**src/rtl/oled_digit_column_streamer_if.sv**
```systemverilog
// Byte link between the frame sequencer and the SSD1306 I2C/SPI transmitter.
// One byte moves on a clock edge where tx_valid and tx_ready are both high.
interface oled_digit_column_streamer_if;
    logic [7:0] tx_data;
    logic       tx_is_cmd;
    logic       tx_valid;
    logic       tx_ready;

    modport master (
        output tx_data,
        output tx_is_cmd,
        output tx_valid,
        input  tx_ready
    );

    modport slave (
        input  tx_data,
        input  tx_is_cmd,
        input  tx_valid,
        output tx_ready
    );
endinterface

```
**src/rtl/oled_digit_column_streamer.sv**
```systemverilog
// Streams one frame of large 7-segment digits to an SSD1306:
// addressing commands first, then page/digit/column pixel bytes.
module oled_digit_column_streamer #(
    parameter int NUM_DIGITS  = 6,
    parameter int DIGIT_WIDTH = 21,
    parameter int PAGES       = 4,
    parameter int COL_START   = 0,
    parameter int PAGE_START  = 0,
    parameter int SEG_W       = 8
) (
    input  logic                        clk,
    input  logic                        rst_n,
    input  logic                        start,
    input  logic [NUM_DIGITS*SEG_W-1:0] segments_in,
    output logic [SEG_W-1:0]            segments_out,
    output logic [4:0]                  index_x,
    output logic [1:0]                  index_y,
    input  logic [7:0]                  pixels_column_in,
    oled_digit_column_streamer_if.master tx,
    output logic                        busy,
    output logic                        frame_done
);
    localparam int DB = (NUM_DIGITS > 1) ? $clog2(NUM_DIGITS) : 1;
    localparam int COL_END  = COL_START + NUM_DIGITS * DIGIT_WIDTH - 1;
    localparam int PAGE_END = PAGE_START + PAGES - 1;

    typedef enum logic [1:0] {S_IDLE, S_CMD, S_DATA, S_DONE} state_t;

    state_t                      r_state, w_state_nxt;
    logic                        r_valid, w_valid_nxt;
    logic [7:0]                  r_data, w_data_nxt;
    logic                        r_cmd, w_cmd_nxt;
    logic [2:0]                  r_cmd_idx, w_cmd_idx_nxt;
    logic [4:0]                  r_col, w_col_nxt;
    logic [DB-1:0]               r_dig, w_dig_nxt;
    logic [1:0]                  r_page, w_page_nxt;
    logic                        r_last, w_last_nxt;
    logic [NUM_DIGITS*SEG_W-1:0] r_snap, w_snap_nxt;

    logic       w_xfer;
    logic       w_load_pix;
    logic       w_col_wrap;
    logic       w_dig_wrap;
    logic       w_at_end;
    logic [7:0] w_cmd_rom;

    assign w_xfer     = r_valid && tx.tx_ready;
    assign w_col_wrap = (r_col == 5'(DIGIT_WIDTH - 1));
    assign w_dig_wrap = (r_dig == DB'(NUM_DIGITS - 1));
    assign w_at_end   = w_col_wrap && w_dig_wrap &&
                        (r_page == 2'(PAGES - 1));

    always_comb begin
        case (r_cmd_idx)
            3'd0:    w_cmd_rom = 8'h21;
            3'd1:    w_cmd_rom = 8'(COL_START);
            3'd2:    w_cmd_rom = 8'(COL_END);
            3'd3:    w_cmd_rom = 8'h22;
            3'd4:    w_cmd_rom = 8'(PAGE_START);
            3'd5:    w_cmd_rom = 8'(PAGE_END);
            default: w_cmd_rom = 8'h00;
        endcase
    end

    always_comb begin
        w_state_nxt   = r_state;
        w_valid_nxt   = r_valid;
        w_data_nxt    = r_data;
        w_cmd_nxt     = r_cmd;
        w_cmd_idx_nxt = r_cmd_idx;
        w_col_nxt     = r_col;
        w_dig_nxt     = r_dig;
        w_page_nxt    = r_page;
        w_last_nxt    = r_last;
        w_snap_nxt    = r_snap;
        w_load_pix    = 1'b0;
        unique case (r_state)
            S_IDLE: begin
                if (start) begin
                    w_state_nxt   = S_CMD;
                    w_snap_nxt    = segments_in;
                    w_col_nxt     = '0;
                    w_dig_nxt     = '0;
                    w_page_nxt    = '0;
                    w_last_nxt    = 1'b0;
                    w_valid_nxt   = 1'b1;
                    w_cmd_nxt     = 1'b1;
                    w_data_nxt    = 8'h21;
                    w_cmd_idx_nxt = 3'd1;
                end
            end
            S_CMD: begin
                if (w_xfer) begin
                    if (r_cmd_idx == 3'd6) begin
                        w_state_nxt = S_DATA;
                        w_load_pix  = 1'b1;
                    end else begin
                        w_data_nxt    = w_cmd_rom;
                        w_cmd_idx_nxt = r_cmd_idx + 3'd1;
                    end
                end
            end
            S_DATA: begin
                if (w_xfer) begin
                    if (r_last) begin
                        w_state_nxt = S_DONE;
                        w_valid_nxt = 1'b0;
                    end else begin
                        w_load_pix = 1'b1;
                    end
                end
            end
            S_DONE: begin
                w_state_nxt = S_IDLE;
            end
            default: begin
                w_state_nxt = S_IDLE;
            end
        endcase
        // counters always point at the byte to be loaded next
        if (w_load_pix) begin
            w_data_nxt = pixels_column_in;
            w_cmd_nxt  = 1'b0;
            w_last_nxt = w_at_end;
            w_col_nxt  = w_col_wrap ? 5'd0 : r_col + 5'd1;
            if (w_col_wrap) begin
                w_dig_nxt = w_dig_wrap ? '0 : r_dig + DB'(1);
                if (w_dig_wrap) begin
                    w_page_nxt = (r_page == 2'(PAGES - 1)) ? 2'd0
                                                           : r_page + 2'd1;
                end
            end
        end
    end

    always_ff @(posedge clk or negedge rst_n) begin
        if (!rst_n) begin
            r_state   <= S_IDLE;
            r_valid   <= 1'b0;
            r_data    <= '0;
            r_cmd     <= 1'b0;
            r_cmd_idx <= '0;
            r_col     <= '0;
            r_dig     <= '0;
            r_page    <= '0;
            r_last    <= 1'b0;
            r_snap    <= '0;
        end else begin
            r_state   <= w_state_nxt;
            r_valid   <= w_valid_nxt;
            r_data    <= w_data_nxt;
            r_cmd     <= w_cmd_nxt;
            r_cmd_idx <= w_cmd_idx_nxt;
            r_col     <= w_col_nxt;
            r_dig     <= w_dig_nxt;
            r_page    <= w_page_nxt;
            r_last    <= w_last_nxt;
            r_snap    <= w_snap_nxt;
        end
    end

    assign tx.tx_data    = r_data;
    assign tx.tx_is_cmd  = r_cmd;
    assign tx.tx_valid   = r_valid;
    assign index_x       = r_col;
    assign index_y       = r_page;
    assign segments_out  = r_snap[r_dig*SEG_W +: SEG_W];
    assign busy          = (r_state == S_CMD) || (r_state == S_DATA);
    assign frame_done    = (r_state == S_DONE);
endmodule

```
**src/flat_wrapper.sv**
```systemverilog
// flat-port wrapper written by rule: the top's interface ports become plain ports
module oled_digit_column_streamer_flat 
#(
    parameter int NUM_DIGITS  = 6,
    parameter int DIGIT_WIDTH = 21,
    parameter int PAGES       = 4,
    parameter int COL_START   = 0,
    parameter int PAGE_START  = 0,
    parameter int SEG_W       = 8
)
  (clk, rst_n, start, segments_in, segments_out, index_x, index_y, pixels_column_in, busy, frame_done, tx_tx_data, tx_tx_is_cmd, tx_tx_valid, tx_tx_ready);
  oled_digit_column_streamer_if tx_i ();
  input  logic clk;
  input  logic rst_n;
  input  logic start;
  input  logic [NUM_DIGITS*SEG_W-1:0] segments_in;
  output logic [SEG_W-1:0] segments_out;
  output logic [4:0] index_x;
  output logic [1:0] index_y;
  input  logic [7:0] pixels_column_in;
  output logic busy;
  output logic frame_done;
  output wire logic [$bits(tx_i.tx_data)-1:0] tx_tx_data;
  output wire logic [$bits(tx_i.tx_is_cmd)-1:0] tx_tx_is_cmd;
  output wire logic [$bits(tx_i.tx_valid)-1:0] tx_tx_valid;
  input wire logic [$bits(tx_i.tx_ready)-1:0] tx_tx_ready;
  assign tx_tx_data = tx_i.tx_data;
  assign tx_tx_is_cmd = tx_i.tx_is_cmd;
  assign tx_tx_valid = tx_i.tx_valid;
  assign tx_i.tx_ready = tx_tx_ready;
  oled_digit_column_streamer #(.NUM_DIGITS(NUM_DIGITS), .DIGIT_WIDTH(DIGIT_WIDTH), .PAGES(PAGES), .COL_START(COL_START), .PAGE_START(PAGE_START), .SEG_W(SEG_W)) u_core (.clk(clk), .rst_n(rst_n), .start(start), .segments_in(segments_in), .segments_out(segments_out), .index_x(index_x), .index_y(index_y), .pixels_column_in(pixels_column_in), .tx(tx_i), .busy(busy), .frame_done(frame_done));
endmodule
```
**config.mk**
```make
export PLATFORM = sky130hd
export DESIGN_NAME = oled_digit_column_streamer_flat
export DESIGN_NICKNAME = d
export VERILOG_FILES = /design/src/rtl/oled_digit_column_streamer_if.sv /design/src/rtl/oled_digit_column_streamer.sv /design/src/flat_wrapper.sv
export SDC_FILE = /design/constraint.sdc
export NUM_CORES = 1
export LEC_CHECK = 0
export CAP_MARGIN = 20
export CORE_MARGIN = 4
export CORE_UTILIZATION = 54
export DETAILED_ROUTE_END_ITERATION = 8
export GPL_TIMING_DRIVEN = 1
export MAX_ROUTING_LAYER = met4
export PLACE_DENSITY = 0.86
export SLEW_MARGIN = 20
export SYNTH_ARGS = -nofsm -noshare
export SYNTH_HDL_FRONTEND = slang
export SYNTH_SLANG_ARGS = --single-unit
```
**constraint.sdc**
```tcl
create_clock -name clk -period 3.5 [get_ports clk]
set_clock_uncertainty 0.05 [all_clocks]
set_input_delay 0.525 -clock clk [delete_from_list [all_inputs] [get_ports clk]]
set_output_delay 0.525 -clock clk [all_outputs]
set_load 0.01 [all_outputs]
```
==> results of run 1 <==
[metrics by stage]
| step | power [W] | hold WS, ns |
|---|---|---|
| 2_1_floorplan | 0.00238 | 0.179 |
| 3_3_place_gp | 0.00288 | 0.429 |
| 3_5_place_dp | 0.00295 | 0.435 |
| 4_1_cts | 0.00385 | 0.281 |
| 5_1_grt | 0.00405 | 0.324 |
| 6_report | 0.00383 | 0.259 |
[synth_stat cells (6+ instances only)]
master	n
a21oi_2	6
o22ai_1	8
buf_2	9
mux4_2	8
nor2_1	12
nand2_1	10
mux2_2	50
ha_1	12
nand3_1	8
inv_1	18
mux2i_1	11
o21ai_0	10
dfrtp_1	74
[flip-flops by register name (all words and copies together) (netlist names)]
register,cells
u_core.r_snap,48
u_core.tx.tx_data,8
u_core.index_x,5
u_core.r_cmd_idx,3
u_core.r_dig,3
u_core.index_y,2
u_core.r_state,2
u_core.r_last,1
u_core.tx.tx_is_cmd,1
u_core.tx.tx_valid,1
[power groups by stage]
| stage | Sequential [W] | Clock [W] | Combinational, W |
|---|---|---|---|
| 2_1_floorplan | 0.00139 | 0 | 0.000984 |
| 3_3_place_gp | 0.00147 | 0 | 0.00141 |
| 3_5_place_dp | 0.00149 | 0 | 0.00146 |
| 4_1_cts | 0.00149 | 0.000884 | 0.00147 |
| 5_1_grt | 0.00152 | 0.000922 | 0.00160 |
| 6_report | 0.00149 | 0.000872 | 0.00146 |
[final cells by class]
cell class / count / area [sq um]
Sequential cell: 74 / 1850
Multi-Input combinational cell: 185 / 1700
Fill cell: 458 / 1630
Timing Repair Buffer: 88 / 886
Clock inverter: 7 / 141
Clock buffer: 9 / 124
Tap cell: 77 / 96.3
Inverter: 18 / 67.6
[path summary, 6_finish.rpt]
kind	from	to	slack (ns)	depth (start not counted)
min in group clk	u_core.tx.tx_is_cmd	u_core.tx.tx_is_cmd	0.45	1
max in group asynchronous	rst_n	u_core.r_snap[37]	2.54	1
hold reg to reg	u_core.tx.tx_is_cmd	u_core.tx.tx_is_cmd	0.45	1
setup reg to reg	u_core.r_state[0]	u_core.index_x[2]	1.25	6
hold / removal	rst_n	u_core.r_last	0.26	1
setup / recovery	u_core.r_dig[0]	segments_out[3]	0.49	4
[cells in the final DEF (no fill, tap or decap), types with 4 or more instances in the layout]
master	count
a21oi_1	5
a21oi_2	6
a22o_1	5
bufinv_16	4
clkbuf_8	9
clkdlybuf4s50_1	85
dfrtp_1	74
ha_1	12
inv_1	18
mux2_2	50
mux2i_1	11
mux4_2	8
nand2_1	10
nand3_1	8
nor2_1	12
o21ai_0	10
o22ai_1	8
o31ai_1	4
[cell families (layout without fill, tap and decap cells)]
| kind of cell | Yosys count | count (layout) | synth area share [%] |
|---|---|---|---|
| flops | 74 | 74 | 50.1 |
| compound gates | 50 | 50 | 10.2 |
| mux | 69 | 69 | 23.1 |
| fa+ha+maj | 12 | 12 | 4.06 |
| simple gates | 54 | 54 | 8.67 |
| buf+inv | 31 | 122 | 3.86 |
[routing by layer]
layer  wire length, um  share of wire [%]  up-vias  GRT usage (%)
met5                 0                  0        -              -
met4               133                1.5        0           6.89
met3               409                4.7       10           5.58
met2              4750                 54       82           41.8
met1              3500                 40     1306           26.4
li1                  -                  -     1229              -
==> flow_summary.yaml, run 1 <==
floorplanning:
  die_x_um: 90.7
  initial_utilization_pct: 56.9
  die-area_sq_um: 8230
  die_y_um: 90.7
  fp-row-count: 29
  core_sq_um: 6490
  io_pins: 87
global_route:
  grt_antenna_before_repair: 0
  grt_pass1_vias: 2946
  grt_pass1_wl_mm: 14.6
  grt-ovfl-total: 0
  gr-usage-all-layers_pct: 23.5
  grt_max_degree: 75
layout:
  final_cells: 458
  final_nets: 448
  n_antenna_cell: 0
  final_layout_size_suffix_gt1_share_pct: 24.7
  syn_to_final_growth_pct: 31.8
  postLayoutCellArea_sq_um: 4870
  postLayoutCoreUtil_pct: 75.0
timing:
  tightest_slew_ns: 0.929
  setup-tns-final_ns: 0
  fin_ws_ns: 0.494
  rsz0062_at_grt: "no"
  final_max_slew_viol_count: 0
  setup_viol: 0
  period_minus_slack_ns: 3.01
  fmax_ghz: 0.333
  slew_headroom_pct: 38.1
  min_period_over_period_pct: 85.9
  finalHoldViolations: 0
routing:
  vias: 2627
  drc_errors: 0
  first_pass_iters: 4
  postRouteAntennaNets: 0
  wl_mm: 8.79
  viasPerCell: 5.74
  wl_per_cell_um: 19.2
  drt_iter0_drc: 142
worst_setup_path:
  critPathBufInv: 2
  slowest_delay_ns: 0.80
  path_class: "reg -> out"
  crit_family: "flip-flops"
  critPathCaptureType: "output port"
  cp-start-kind: "register"
  slowest_stage: "dfrtp_1"
  critPathMaxFanout: 14
  cp_data_required_time_ns: 2.92
  path_cells: "mux4_2, inv_1, o22ai_1, clkdlybuf4s50_1"
  arrival_ns: 2.43
status:
  status: "completed"
synthesis:
  synthArstFlopShare_pct: 100
  yosys.area.top_type: "dfrtp_1"
  synthCells: 290
  synth_nets: 362
  synth.avg_cell_area_sq_um: 12.7
  synth_area_sq_um: 3700
  synth.distinct_cells: 43
  yosysWarnings: 0
  yosysSeqAreaShare_pct: 50.1
  ys.flop_type: "dfrtp_1"
  synth-edff-count: 0
  yosys.area.top_type_share_pct: 50.1
  synth_area_leaders: "dfrtp_1 (50%), mux2_2 (15%), mux4_2 (4.9%)"
  ys_ff_latch: 74
pwr:
  internal-power_w: 0.00259
  p_comb_share_pct: 38.2
  ir_drop_mv: 0.464
  sw_frac_of_total_pct: 32.3
  clock_power_share_pct: 22.8
  p_leak_nw: 2.04
  p_seq_share_pct: 39.0
  p_per_area_nw_per_um2: 786
  power.switching_w: 0.00124
place:
  dp.cells: 442
  post-dp-hpwl_mm: 6.26
  place_area_sq_um: 4600
  place.gp.congestion: 0.863
  portBuffers: 86
  dpl_worst_slack_ns: 0.910
clock_tree:
  cts.repair.resized: 0
  cts_sinks: 74
  clk_latency_ns: 0.35
  post_cts_buffers: 0
  cts-root-buf: "clkbuf_8"
  cts_tree: "yes"
  cts_inserted_buffers: 9
  postCtsHoldBufs: 0
  path_clk_slew_ns: 0.08
  clock_path_buffers: 2
  h-tree-depth: 3
hold_path:
  min_path_type: "in -> async"
job:
  max_cap_violations: 0
(Power assumes the default switching activity.)
==> inputs of run 2 (changes only) <==
--- a/config.mk
+++ b/config.mk
@@ -6,12 +6,15 @@
 export NUM_CORES = 1
 export LEC_CHECK = 0
 export CAP_MARGIN = 20
+export CELL_PAD_IN_SITES_DETAIL_PLACEMENT = 1
+export CELL_PAD_IN_SITES_GLOBAL_PLACEMENT = 2
 export CORE_MARGIN = 4
-export CORE_UTILIZATION = 54
+export CORE_UTILIZATION = 36
 export DETAILED_ROUTE_END_ITERATION = 8
 export GPL_TIMING_DRIVEN = 1
 export MAX_ROUTING_LAYER = met4
 export PLACE_DENSITY = 0.86
+export SKIP_CTS_REPAIR_TIMING = 1
 export SLEW_MARGIN = 20
 export SYNTH_ARGS = -nofsm -noshare
 export SYNTH_HDL_FRONTEND = slang
==> flow_summary.yaml, run 2 (synthesis gave the netlist of run 1 again) <==
layout:
  syn_to_final_growth_pct: 31.9
  max_flop_register: "u_core.r_snap"
  final_nets: 450
  final_layout_size_suffix_gt1_share_pct: 25.1
  layout_common_cells: "clkdlybuf4s50_1 (85), dfrtp_1 (74), mux2_2 (50)"
  postLayoutCellArea_sq_um: 4870
  fill_cells: 1010
  final_cells: 516
  n_antenna_cell: 0
  final_common_cell: "clkdlybuf4s50_1"
  largest_reg_flops: 48
place:
  portBuffers: 86
  post-dp-hpwl_mm: 7.22
  place_area_sq_um: 4690
  dp.cells: 500
  place.gp.congestion: 0.817
global_route:
  grt_pass1_vias: 2864
  grt_max_degree: 75
  grt_pass1_wl_mm: 15.2
  grt_antenna_before_repair: 0
  grt-ovfl-total: 0
  gr-usage-all-layers_pct: 17.3
clock_tree:
  path_clk_slew_ns: 0.09
  clk_latency_ns: 0.35
  clock_path_buffers: 2
  cts_tree: "yes"
  cts-root-buf: "clkbuf_8"
  cts_sinks: 74
  h-tree-depth: 3
  cts_inserted_buffers: 9
routing:
  postRouteAntennaNets: 0
  first_pass_iters: 4
  wl_mm: 9.57
  drc_errors: 0
  drt_iter0_drc: 93
  wl_per_cell_um: 18.6
  viasPerCell: 5.13
  vias: 2645
worst_setup_path:
  reg2reg_from: "u_core.r_state[0]"
  critPathCaptureType: "output port"
  critPathMaxFanout: 14
  critPathBufInv: 2
  worstSetupStartpoint: "u_core.r_dig[0]"
  slowest_delay_ns: 0.78
  path_class: "reg -> out"
  crit_family: "flip-flops"
  path_cells: "mux4_2, inv_1, o22ai_1, clkdlybuf4s50_1"
  cp-start-kind: "register"
  cp_data_required_time_ns: 2.92
  slowest_stage: "dfrtp_1"
  arrival_ns: 2.39
floorplanning:
  io_pins: 87
  initial_utilization_pct: 37.5
  die_y_um: 109
  fp-row-count: 36
  die-area_sq_um: 12000
  core_sq_um: 9860
  die_x_um: 109
pwr:
  ir_drop_mv: 0.366
  p_per_area_nw_per_um2: 737
  p_leak_nw: 2.01
timing:
  period_minus_slack_ns: 2.97
  finalHoldViolations: 0
  tightest_slew_ns: 0.944
  setup_viol: 0
  setup-tns-final_ns: 0
  slew_headroom_pct: 37.1
  min_period_over_period_pct: 84.8
  rsz0062_at_grt: "no"
  final_max_slew_viol_count: 0
  fmax_ghz: 0.337
hold_path:
  min_path_type: "in -> async"
status:
  status: "completed"
job:
  max_cap_violations: 0
==> run 2: changes by cell type in the layout (fill, tap and decap cells not counted), sizes merged <==
cell,delta
buf,+2
bufinv,-4
clkinv,-1
clkinvlp,+1
inv,+4
==> run 2: worst paths after layout <==
check | depth (start not counted) | endpoint | slack (ns)
setup / recovery | 4 | segments_out[5] | 0.53
hold / removal | 1 | u_core.tx.tx_data[0] | 0.23
setup reg to reg | 5 | u_core.r_snap[28] | 1.26
hold reg to reg | 1 | u_core.tx.tx_is_cmd | 0.45
max in group asynchronous | 1 | u_core.index_x[2] | 2.53
min in group clk | 1 | u_core.tx.tx_is_cmd | 0.45
==> run 2: per-layer routing <==
layer  track usage (%)  part of all wire, %  vias to the layer above
li1                  -                    -                     1230
met1              19.6                   40                     1320
met2              29.9                   52                       82
met3              4.93                  6.2                       13
met4              4.45                  1.4                        0
met5                 -                    0                        -
==> run 2: area by class of cell <==
type / instances / area (sq um) / share of cell area (%)
inverters: 18 / 67.6 / 1.39
clock inverters: 7 / 61.3 / 1.26
well taps: 133 / 166 / 3.41
multi-input cells: 185 / 1700 / 34.9
flip-flops and latches: 74 / 1850 / 38.0
clock buffers: 9 / 124 / 2.54
repair buffers: 90 / 901 / 18.5
==> run 2: worst reg2reg max path, cell delays in order (launching register included) <==
cell	delay, ns
dfrtp_1	0.42
inv_1	0.10
ha_1	0.28
and2_2	0.61
buf_12	0.30
mux2_2	0.37
==> run 2: where the power goes <==
part / internal (W) / switching (W)
registers: 0.00122 / 0.000261
logic: 0.000831 / 0.000643
clock network: 0.000271 / 0.000369
==> run 2: through the flow <==
stage	utilization [%]	total power (W)	setup slack [ns]	hold WS [ns]
detailed placement	47.5	0.00300	0.864	0.439
CTS	49.4	0.00365	0.451	0.287
global route	49.4	0.00385	0.382	0.336
global placement	47.5	0.00291	0.948	0.428
finish	49.4	0.00359	0.531	0.234
floorplan	-	0.00238	1.66	0.179
==> inputs of run 3 (changes only) <==
--- a/config.mk
+++ b/config.mk
@@ -9,11 +9,11 @@
 export CELL_PAD_IN_SITES_DETAIL_PLACEMENT = 1
 export CELL_PAD_IN_SITES_GLOBAL_PLACEMENT = 2
 export CORE_MARGIN = 4
-export CORE_UTILIZATION = 36
+export CORE_UTILIZATION = 30
 export DETAILED_ROUTE_END_ITERATION = 8
 export GPL_TIMING_DRIVEN = 1
 export MAX_ROUTING_LAYER = met4
-export PLACE_DENSITY = 0.86
+export PLACE_DENSITY = 0.77
 export SKIP_CTS_REPAIR_TIMING = 1
 export SLEW_MARGIN = 20
 export SYNTH_ARGS = -nofsm -noshare
==> constraint.sdc (replaced) <==
create_clock -name clk -period 2.4 [get_ports clk]
set_clock_uncertainty 0.05 [all_clocks]
set_input_delay 0.36 -clock clk [delete_from_list [all_inputs] [get_ports clk]]
set_output_delay 0.36 -clock clk [all_outputs]
set_load 0.01 [all_outputs]
==> flow_summary.yaml, run 3 (synthesis gave the netlist of run 1 again) <==
clock_tree:
  clk_latency_ns: 0.34
  path_clk_slew_ns: 0.06
  cts_inserted_buffers: 9
  cts_sinks: 74
  cts_tree: "yes"
  h-tree-depth: 3
  cts-root-buf: "clkbuf_16"
  clock_path_buffers: 2
timing:
  rsz0062_at_grt: "no"
  hold_slack_ns: -0.00761
  final_max_slew_viol_count: 0
  period_minus_slack_ns: 2.18
  fmax_ghz: 0.460
  finalHoldViolations: 6
  slew_headroom_pct: 57.2
  setup_viol: 0
  tightest_slew_ns: 0.643
  min_period_over_period_pct: 90.6
layout:
  layout_common_cells: "clkdlybuf4s50_1 (77), dfrtp_1 (74), mux2_2 (50)"
  max_flop_register: "u_core.r_snap"
  final_cells: 532
  syn_to_final_growth_pct: 38.5
  largest_reg_flops: 48
  n_antenna_cell: 0
  multi_input_area_sq_um: 1700
  final_nets: 453
  seqCellArea_sq_um: 1850
  final_layout_size_suffix_gt1_share_pct: 25.2
  final_common_cell: "clkdlybuf4s50_1"
  fill_cells: 1274
global_route:
  grt-ovfl-total: 0
  grt_max_degree: 45
  gr-usage-all-layers_pct: 15.1
  grt_pass1_vias: 3053
  grt_antenna_before_repair: 0
  grt_pass1_wl_mm: 16.2
worst_setup_path:
  reg2reg_from: "u_core.r_state[0]"
  cp-start-kind: "register"
  critPathMaxFanout: 20
  r2r_slack_ns: 0.40
  rr_endpoint: "u_core.tx.tx_data[2]"
  path_class: "reg -> out"
  cp_data_required_time_ns: 1.99
  critPathCaptureType: "output port"
  arrival_ns: 1.77
  r2r_cells: 7
place:
  post-dp-hpwl_mm: 7.48
  portBuffers: 86
  place.gp.congestion: 0.780
  dp.cells: 517
hold_path:
  min_path_type: "in -> async"
pwr:
  ir_drop_mv: 0.452
  p_per_area_nw_per_um2: 1140
  total_power_w: 0.00585
  p_leak_nw: 2.19
routing:
  first_pass_iters: 4
  wl_per_cell_um: 18.6
  wl_mm: 9.87
  vias: 2654
  drt_iter0_drc: 113
  postRouteAntennaNets: 0
  drc_errors: 0
  viasPerCell: 4.99
status:
  status: "finished with violations"
  violations: "hold timing"
floorplanning:
  die_y_um: 119
  initial_utilization_pct: 30.8
  die-area_sq_um: 14200
  die_x_um: 119
  fp-row-count: 40
  core_sq_um: 12000
  io_pins: 87
job:
  max_cap_violations: 0
==> run 3: cell count changes in the layout (fill, tap and decap cells not counted) <==
cell,delta
inv_8,-1
clkinvlp_4,-2
clkinv_2,+1
bufinv_16,+3
clkbuf_16,+9
inv_6,-3
clkbuf_1,+1
clkdlybuf4s50_1,-8
buf_12,+3
dlymetal6s2s_1,+8
clkbuf_8,-9
==> run 3: how the worst max path moves through the flow <==
stage	startpoint	endpoint	slack (ns)	cells past startpoint
after global placement	u_core.r_dig[0]	segments_out[5]	0.27	5
after CTS	u_core.r_dig[0]	segments_out[2]	-0.11	5
after global routing	u_core.r_dig[0]	segments_out[5]	0.11	5
after detailed placement	u_core.r_dig[0]	segments_out[2]	0.26	5
after floorplan	u_core.r_state[0]	u_core.tx.tx_data[2]	0.61	7
final	u_core.r_dig[0]	segments_out[3]	0.22	5
==> run 3: layout make-up <==
type,count,share of cell area (%)
sequential,74,36.2
inverter,18,1.32
timing repair buffer,93,19.2
tap,147,3.59
clock inverter,5,2.03
multi-input combinational,185,33.3
clock buffer,10,4.47
==> run 3: metrics by stage <==
step	setup slack [ns]	instance area, sq um	setup TNS (ns)	utilization, %	hold WS, ns
6_report	0.225	5120	0	42.6	-0.00761
5_1_grt	0.114	5120	0	42.6	0.0412
4_1_cts	-0.115	5100	-0.816	42.5	0.0150
3_5_place_dp	0.259	4770	0	39.7	0.377
3_3_place_gp	0.269	4770	0	39.7	0.369
2_1_floorplan	0.613	3700	0	-	0.0144
==> run 3: power by group <==
part	total [W]	switching [W]	internal [W]
Sequential	0.00216	0.000378	0.00178
Clock	0.00155	0.000535	0.00101
Combinational	0.00215	0.000931	0.00122
==> run 3: routing by layer <==
| metal | wire length (um) | vias up | global-route usage (%) |
|---|---|---|---|
| met5 | 0 | - | - |
| met4 | 134 | 0 | 4.56 |
| met3 | 559 | 12 | 3.61 |
| met2 | 5130 | 77 | 26.9 |
| met1 | 4050 | 1329 | 16.6 |
| li1 | - | 1236 | - |
==> run 3: critical path: stages (launching register included) <==
cell,delay [ns]
dfrtp_1,0.37
buf_12,0.19
mux4_2,0.51
inv_1,0.06
o22ai_1,0.09
dlymetal6s2s_1,0.21
